<file path="src/rtl/multi_ramp_pkg.sv">
// Shared definitions for the multi-channel test-pattern generator:
// mode encodings, LFSR tap table and a constant-safe clog2.
package multi_ramp_pkg;

  typedef enum logic [1:0] {
    MODE_RAMP  = 2'd0,
    MODE_TRI   = 2'd1,
    MODE_LFSR  = 2'd2,
    MODE_CONST = 2'd3
  } modeT;

  // Right-shifting Galois masks for maximal-length sequences.
  function automatic logic [15:0] lfsrTaps(input int width);
    case (width)
      4:       return 16'h000C;
      5:       return 16'h0014;
      6:       return 16'h0030;
      7:       return 16'h0060;
      8:       return 16'h00B8;
      9:       return 16'h0110;
      10:      return 16'h0240;
      11:      return 16'h0500;
      12:      return 16'h0829;
      13:      return 16'h100D;
      14:      return 16'h2015;
      15:      return 16'h6000;
      16:      return 16'hD008;
      default: return 16'h0000;
    endcase
  endfunction

  function automatic int clog2(input int value);
    int result = 0;
    for (int i = 0; i < 31; i++) begin
      if ((1 << i) < value) result = i + 1;
    end
    return result;
  endfunction

endpackage

</file>
<file path="src/rtl/ramp_channel.sv">
// One pattern channel: holds the sample value and triangle direction, and
// exposes the post-tick value so the serializer can snapshot it on the tick edge.
module ramp_channel
  import multi_ramp_pkg::*;
#(
  parameter int DATA_W = 7,
  parameter int K      = 0
) (
  input  logic              clk,
  input  logic              reset,
  input  logic              tick,
  input  logic [1:0]        mode,
  input  logic [DATA_W-1:0] step,
  output logic [DATA_W-1:0] nextValue
);

  localparam logic [DATA_W-1:0] MAX_V  = '1;
  localparam logic [DATA_W-1:0] INIT_V = DATA_W'(K);
  localparam logic [DATA_W-1:0] SEED_V = DATA_W'(K + 1);
  localparam logic [DATA_W-1:0] TAPS   = DATA_W'(lfsrTaps(DATA_W));

  logic [DATA_W-1:0] value;
  logic [DATA_W-1:0] seed;
  logic [DATA_W:0]   upSum;
  logic              dirDown;
  logic              nextDirDown;

  // NOTE: every output of this block gets a default first, so no path leaves one unassigned and no latch is inferred.
  always_comb begin
    nextValue   = value;
    nextDirDown = 1'b0;
    upSum       = {1'b0, value} + {1'b0, step};
    seed        = (value == '0) ? SEED_V : value;
    case (modeT'(mode))
      MODE_RAMP:  nextValue = upSum[DATA_W-1:0];
      MODE_TRI: begin
        if (!dirDown) begin
          if (upSum > {1'b0, MAX_V}) begin
            nextValue   = MAX_V;
            nextDirDown = 1'b1;
          end else begin
            nextValue = upSum[DATA_W-1:0];
          end
        end else if (value < step) begin
          nextValue = '0;
        end else begin
          nextValue   = value - step;
          nextDirDown = 1'b1;
        end
      end
      MODE_LFSR:  nextValue = (seed >> 1) ^ (seed[0] ? TAPS : '0);
      MODE_CONST: nextValue = step;
      default:    nextValue = value;
    endcase
  end

  // NOTE: state registers use non-blocking assignments so all flops sample pre-edge values together.
  always_ff @(posedge clk or negedge reset) begin
    if (!reset) begin
      value   <= INIT_V;
      dirDown <= 1'b0;
    end else if (tick) begin
      value   <= nextValue;
      dirDown <= nextDirDown;
    end
  end

endmodule

</file>
<file path="src/rtl/multi_ramp_gen.sv">
// N_CH-channel test-pattern source with an internal sample-tick divider and a
// valid/ready serializer that emits one tagged word per masked channel per tick.
module multi_ramp_gen
  import multi_ramp_pkg::*;
#(
  parameter int DATA_W = 7,
  parameter int N_CH   = 4,
  parameter int OUT_W  = 16,
  parameter int DIV    = 4
) (
  input  logic              clk,
  input  logic              reset,
  input  logic              enable,
  input  logic [1:0]        mode,
  input  logic [DATA_W-1:0] step,
  input  logic [N_CH-1:0]   ch_mask,
  input  logic              sample_ready,
  output logic              sample_valid,
  output logic [OUT_W-1:0]  sample_data,
  output logic              overflow,
  output logic [15:0]       frame_cnt
);

  localparam int CHW = (clog2(N_CH) > 1) ? clog2(N_CH) : 1;
  localparam int DCW = (clog2(DIV) > 1) ? clog2(DIV) : 1;
  localparam logic [DCW-1:0] DIV_LAST = DCW'(DIV - 1);

  if (CHW + DATA_W > OUT_W) begin : gBadWidth
    $error("multi_ramp_gen: OUT_W cannot hold channel id plus sample value");
  end
  if (N_CH < 1 || DIV < 1) begin : gBadParam
    $error("multi_ramp_gen: N_CH and DIV must be at least 1");
  end

  typedef enum logic {IDLE, SEND} stateT;

  logic [DCW-1:0]    divCnt;
  logic              tick;
  logic [DATA_W-1:0] chNext [N_CH];
  logic [DATA_W-1:0] shadow [N_CH];
  stateT             state, nextState;
  logic [N_CH-1:0]   pending, curBit;
  logic [CHW-1:0]    curCh;
  logic              accept, lastAccept, snapshot;

  assign tick = enable && (divCnt == DIV_LAST);

  always_ff @(posedge clk or negedge reset) begin
    if (!reset)                divCnt <= '0;
    else if (!enable || tick)  divCnt <= '0;
    else                       divCnt <= divCnt + DCW'(1);
  end

  for (genvar k = 0; k < N_CH; k++) begin : gCh
    ramp_channel #(.DATA_W(DATA_W), .K(k)) uChan (
      .clk      (clk),
      .reset    (reset),
      .tick     (tick),
      .mode     (mode),
      .step     (step),
      .nextValue(chNext[k])
    );
  end

  // Lowest pending channel is the one on the bus.
  assign curBit = pending & (~pending + N_CH'(1));

  always_comb begin
    curCh = '0;
    for (int i = N_CH - 1; i >= 0; i--) begin
      if (pending[i]) curCh = CHW'(i);
    end
  end

  assign sample_valid = (state == SEND);
  assign accept       = sample_valid && sample_ready;
  assign lastAccept   = accept && ((pending & ~curBit) == '0);
  // A tick coinciding with the final accept starts the next frame without loss.
  assign snapshot     = tick && (ch_mask != '0) && ((state == IDLE) || lastAccept);

  always_ff @(posedge clk or negedge reset) begin
    if (!reset) state <= IDLE;
    else        state <= nextState;
  end

  always_comb begin
    nextState = state;
    case (state)
      IDLE:    if (snapshot) nextState = SEND;
      SEND:    if (lastAccept && !snapshot) nextState = IDLE;
      default: nextState = IDLE;
    endcase
  end

  always_ff @(posedge clk or negedge reset) begin
    if (!reset) begin
      pending   <= '0;
      overflow  <= 1'b0;
      frame_cnt <= '0;
    end else begin
      if (snapshot)    pending <= ch_mask;
      else if (accept) pending <= pending & ~curBit;
      if (lastAccept)  frame_cnt <= frame_cnt + 16'd1;
      if (tick && (state == SEND) && !lastAccept) overflow <= 1'b1;
    end
  end

  // NOTE: shadow is deliberately left unreset; sample_data is gated by sample_valid, so stale contents never reach the port.
  always_ff @(posedge clk) begin
    if (snapshot) begin
      for (int k = 0; k < N_CH; k++) shadow[k] <= chNext[k];
    end
  end

  always_comb begin
    sample_data = '0;
    if (sample_valid) begin
      sample_data[OUT_W-1 -: CHW]  = curCh;
      sample_data[DATA_W-1:0]      = shadow[curCh];
    end
  end

endmodule

</file>
<file path="config.mk">
export PLATFORM = sky130hd
export DESIGN_NAME = multi_ramp_gen
export DESIGN_NICKNAME = d
export VERILOG_FILES = /design/src/rtl/multi_ramp_pkg.sv /design/src/rtl/ramp_channel.sv /design/src/rtl/multi_ramp_gen.sv
export SDC_FILE = /design/constraint.sdc
export NUM_CORES = 1
export LEC_CHECK = 0
export ABC_AREA = 1
export BUFFER_PORTS_ARGS = -buffer_cell sky130_fd_sc_hd__buf_2
export CORE_MARGIN = 2
export CORE_UTILIZATION = 25
export DETAILED_ROUTE_END_ITERATION = 10
export HOLD_SLACK_MARGIN = 0.05
export PLACE_DENSITY = 0.43
export SKIP_LAST_GASP = 1
export SYNTH_ARGS = -nofsm -noshare
export SYNTH_HDL_FRONTEND = slang
export SYNTH_SLANG_ARGS = --single-unit
</file>
<file path="constraint.sdc">
create_clock -name clk -period 2.1 [get_ports clk]
set_input_delay 0.315 -clock clk [delete_from_list [all_inputs] [get_ports clk]]
set_output_delay 0.315 -clock clk [all_outputs]
set_load 0.02 [all_outputs]
</file>
==> qor.yml <==
synth_compound_area_share_pct: 7.20
yosysWarnings: 0
synth_cell_types: 40
final_core_util_pct: 34.0
ys.flop_type: "dfrtp_1"
hold_slack_ps: 178
ant_nets: 0
clock-sinks: 84
setup_violations: 3
ys_ff_latch: 84
synth_top_family_by_area: "simple AND/OR/NAND/NOR gates"
fin_skew_ps: 5.61
critPathLaunchType: "register"
required_ps: 1780
ys_async_sr_fraction_pct: 66.7
path_max_fanout: 3
cap_violations: 0
grt_pass1_vias: 7413
reg2reg_from: "gCh[1].uChan.value[0]"
cellPowerDensity_nw_per_um2: 1320
cp.arrival_ps: 1820
crit_start: "pending[2]"
wl_per_cell_um: 16.0
io_pins: 51
r2r_end: "shadow[1][4]"
synthXorXnorAreaFrac_pct: 3.87
num_rows: 63
ctsRootBufferMaster: "clkbuf_16"
drive_above_1_share_pct: 27.0
netlist_area_um2: 7470
die_area_um2: 31300
cts_tree: "built"
drcViolationCount: 0
clk_latency_ps: 350
finalCritPeriodShare_pct: 102
layout_common_cells: "nand2_1 (346), buf_4 (158), inv_1 (146)"
gr-usage-all-layers_pct: 17.6
drv_slew: 0
layout_setup_ws_ps: -32.9
synth-edff-count: 28
crit_end: "sample_data[5]"
grt.overflow.total: 0
grt_pass1_wl_mm: 42.0
ys_seq_area_share_pct: 30.1
worst_slew_pin_slew_ps: 622
max-slew-margin-rel_pct: 58.5
cts.clk_slew.worst_paths_ps: 60
r2r_slack_ps: 70
antenna_found_initial: 1
synthAdderAreaFrac_pct: 11.9
port_buffers: 43
p_total_mw: 13.3
viasPerCell: 4.47
crit_path_end_kind: "primary output"
reg2regPathDepth: 10
syn_inst: 1106
p_leak_nw: 5.16
h-tree-depth: 3
violations: "negative setup slack"
hold_class: "in2reg"
synth_mux_area_share_pct: 0
drtPass1Iterations: 5
status: "finished with violations"
synth.avg_cell_area_um2: 6.76
nNetsFinal: 1374
die_w_um: 177
vdd_drop_max_mv: 0.505
final_common_cell: "nand2_1"
dpl.hpwl_mm: 20.6
core-area_um2: 29600
syn_to_final_growth_pct: 34.4
max_freq_ghz: 0.469
hold_viol_final: 0
clk_path_buf_depth: 2
min_period_ps: 2130
grt_max_degree: 35
rsz0062_at_grt: "true"
gp_congestion: 0.845
drt_iter0_markers: 516
vias: 7537
synth_simple_gate_area_share_pct: 35.6
numCtsBuffers: 9
setup.worst_path.class: "reg2out"
die_h_um: 177
start_util_pct: 25.3
wirelength_mm: 27.0
==> through the flow <==
stage          worst slack (ps)  cells  TNS (ps)  area [um2]
5_1_grt                    -144   1687      -911       10000
6_report                  -32.9   1687     -50.7       10000
3_3_place_gp               -259   1652     -8940        9130
4_1_cts                   -68.0   1677      -323        9540
2_1_floorplan              58.2   1112         0        7500
3_5_place_dp               -245   1652     -9300        9130
==> worst min-delay path by stage <==
stage	from	endpoint	slack [ps]	cells past startpoint
floorplan	reset	divCnt[0]	20	0
finish	ch_mask[0]	pending[0]	180	3
detailed placement	reset	pending[1]	250	1
CTS	ch_mask[0]	pending[0]	160	3
global route	ch_mask[0]	pending[0]	180	3
global placement	reset	pending[1]	260	1
==> worst max-delay path, cell delays in order, from the launching register on <==
cell,delay (ps)
dfrtp_1,400
o21ai_2,150
nand2_2,80
inv_4,80
buf_6,110
nor2_4,30
nor2_2,90
o21ai_1,60
a21oi_1,180
buf_4,160
buf_6,110
==> registers in the layout, summed over array words and instances (netlist names) <==
name and cells:
frame_cnt 16, gCh.uChan.value 28, divCnt 2, overflow 1, gCh.uChan.dirDown 4, shadow 28
pending 4, sample_valid 1
==> per-layer routing <==
layer / up-vias / wire (um) / GRT usage [%] / share of wire, %
li1: 3849 / - / - / -
met1: 3452 / 13000 / 24.9 / 48
met2: 207 / 12200 / 28.2 / 45
met3: 29 / 1440 / 2.99 / 5.3
met4: 0 / 414 / 3.68 / 1.5
met5: - / 0 / 0 / 0
==> cells in the mapped netlist (all sizes together) (5+ instances only) <==
cell	n	area, um2
ha	58	726
nor2	100	415
clkbuf	7	26.3
o21ai	37	196
inv	168	631
edfxtp	28	841
nor3	7	45.0
nand4	22	138
buf	31	185
nand3b	5	37.5
xor2	27	236
nand2	355	1340
dfrtp	52	1300
a21oi	48	263
xnor2	6	52.6
fa	8	160
nand3	111	573
or2	13	81.3
==> area by class of cell <==
cell class | instances | area (um2)
diodes | 1 | 2.50
fillers | 3227 | 19500
flip-flops and latches | 84 | 2250
well taps | 390 | 488
clock inverters | 4 | 25.0
repair buffers | 206 | 1540
multi-input cells | 820 | 4840
inverters | 170 | 654
clock buffers | 12 | 246
==> kinds of logic after synthesis <==
group | count (synthesis)
compound gates | 96
xor+xnor | 33
fa+ha+maj | 66
buf+inv | 208
flops | 84
other cells | 1
simple gates | 618
==> power by group <==
group	leakage (nW)	internal (mW)	switching [mW]
logic	4.04	4.07	4.93
clock network	0.137	0.835	0.719
registers	0.976	2.20	0.531
total	5.16	7.10	6.18
==> repair_timing <==
action	in CTS	in global routing
setup endpoints to repair	17	65
pin swaps	11	28
gates resized for setup	35	104
hold endpoints to repair	9	0
buffers inserted	7	9
cloned	1	0
hold buffers	1	0
No activity file was read; power rests on OpenSTA's default activity.
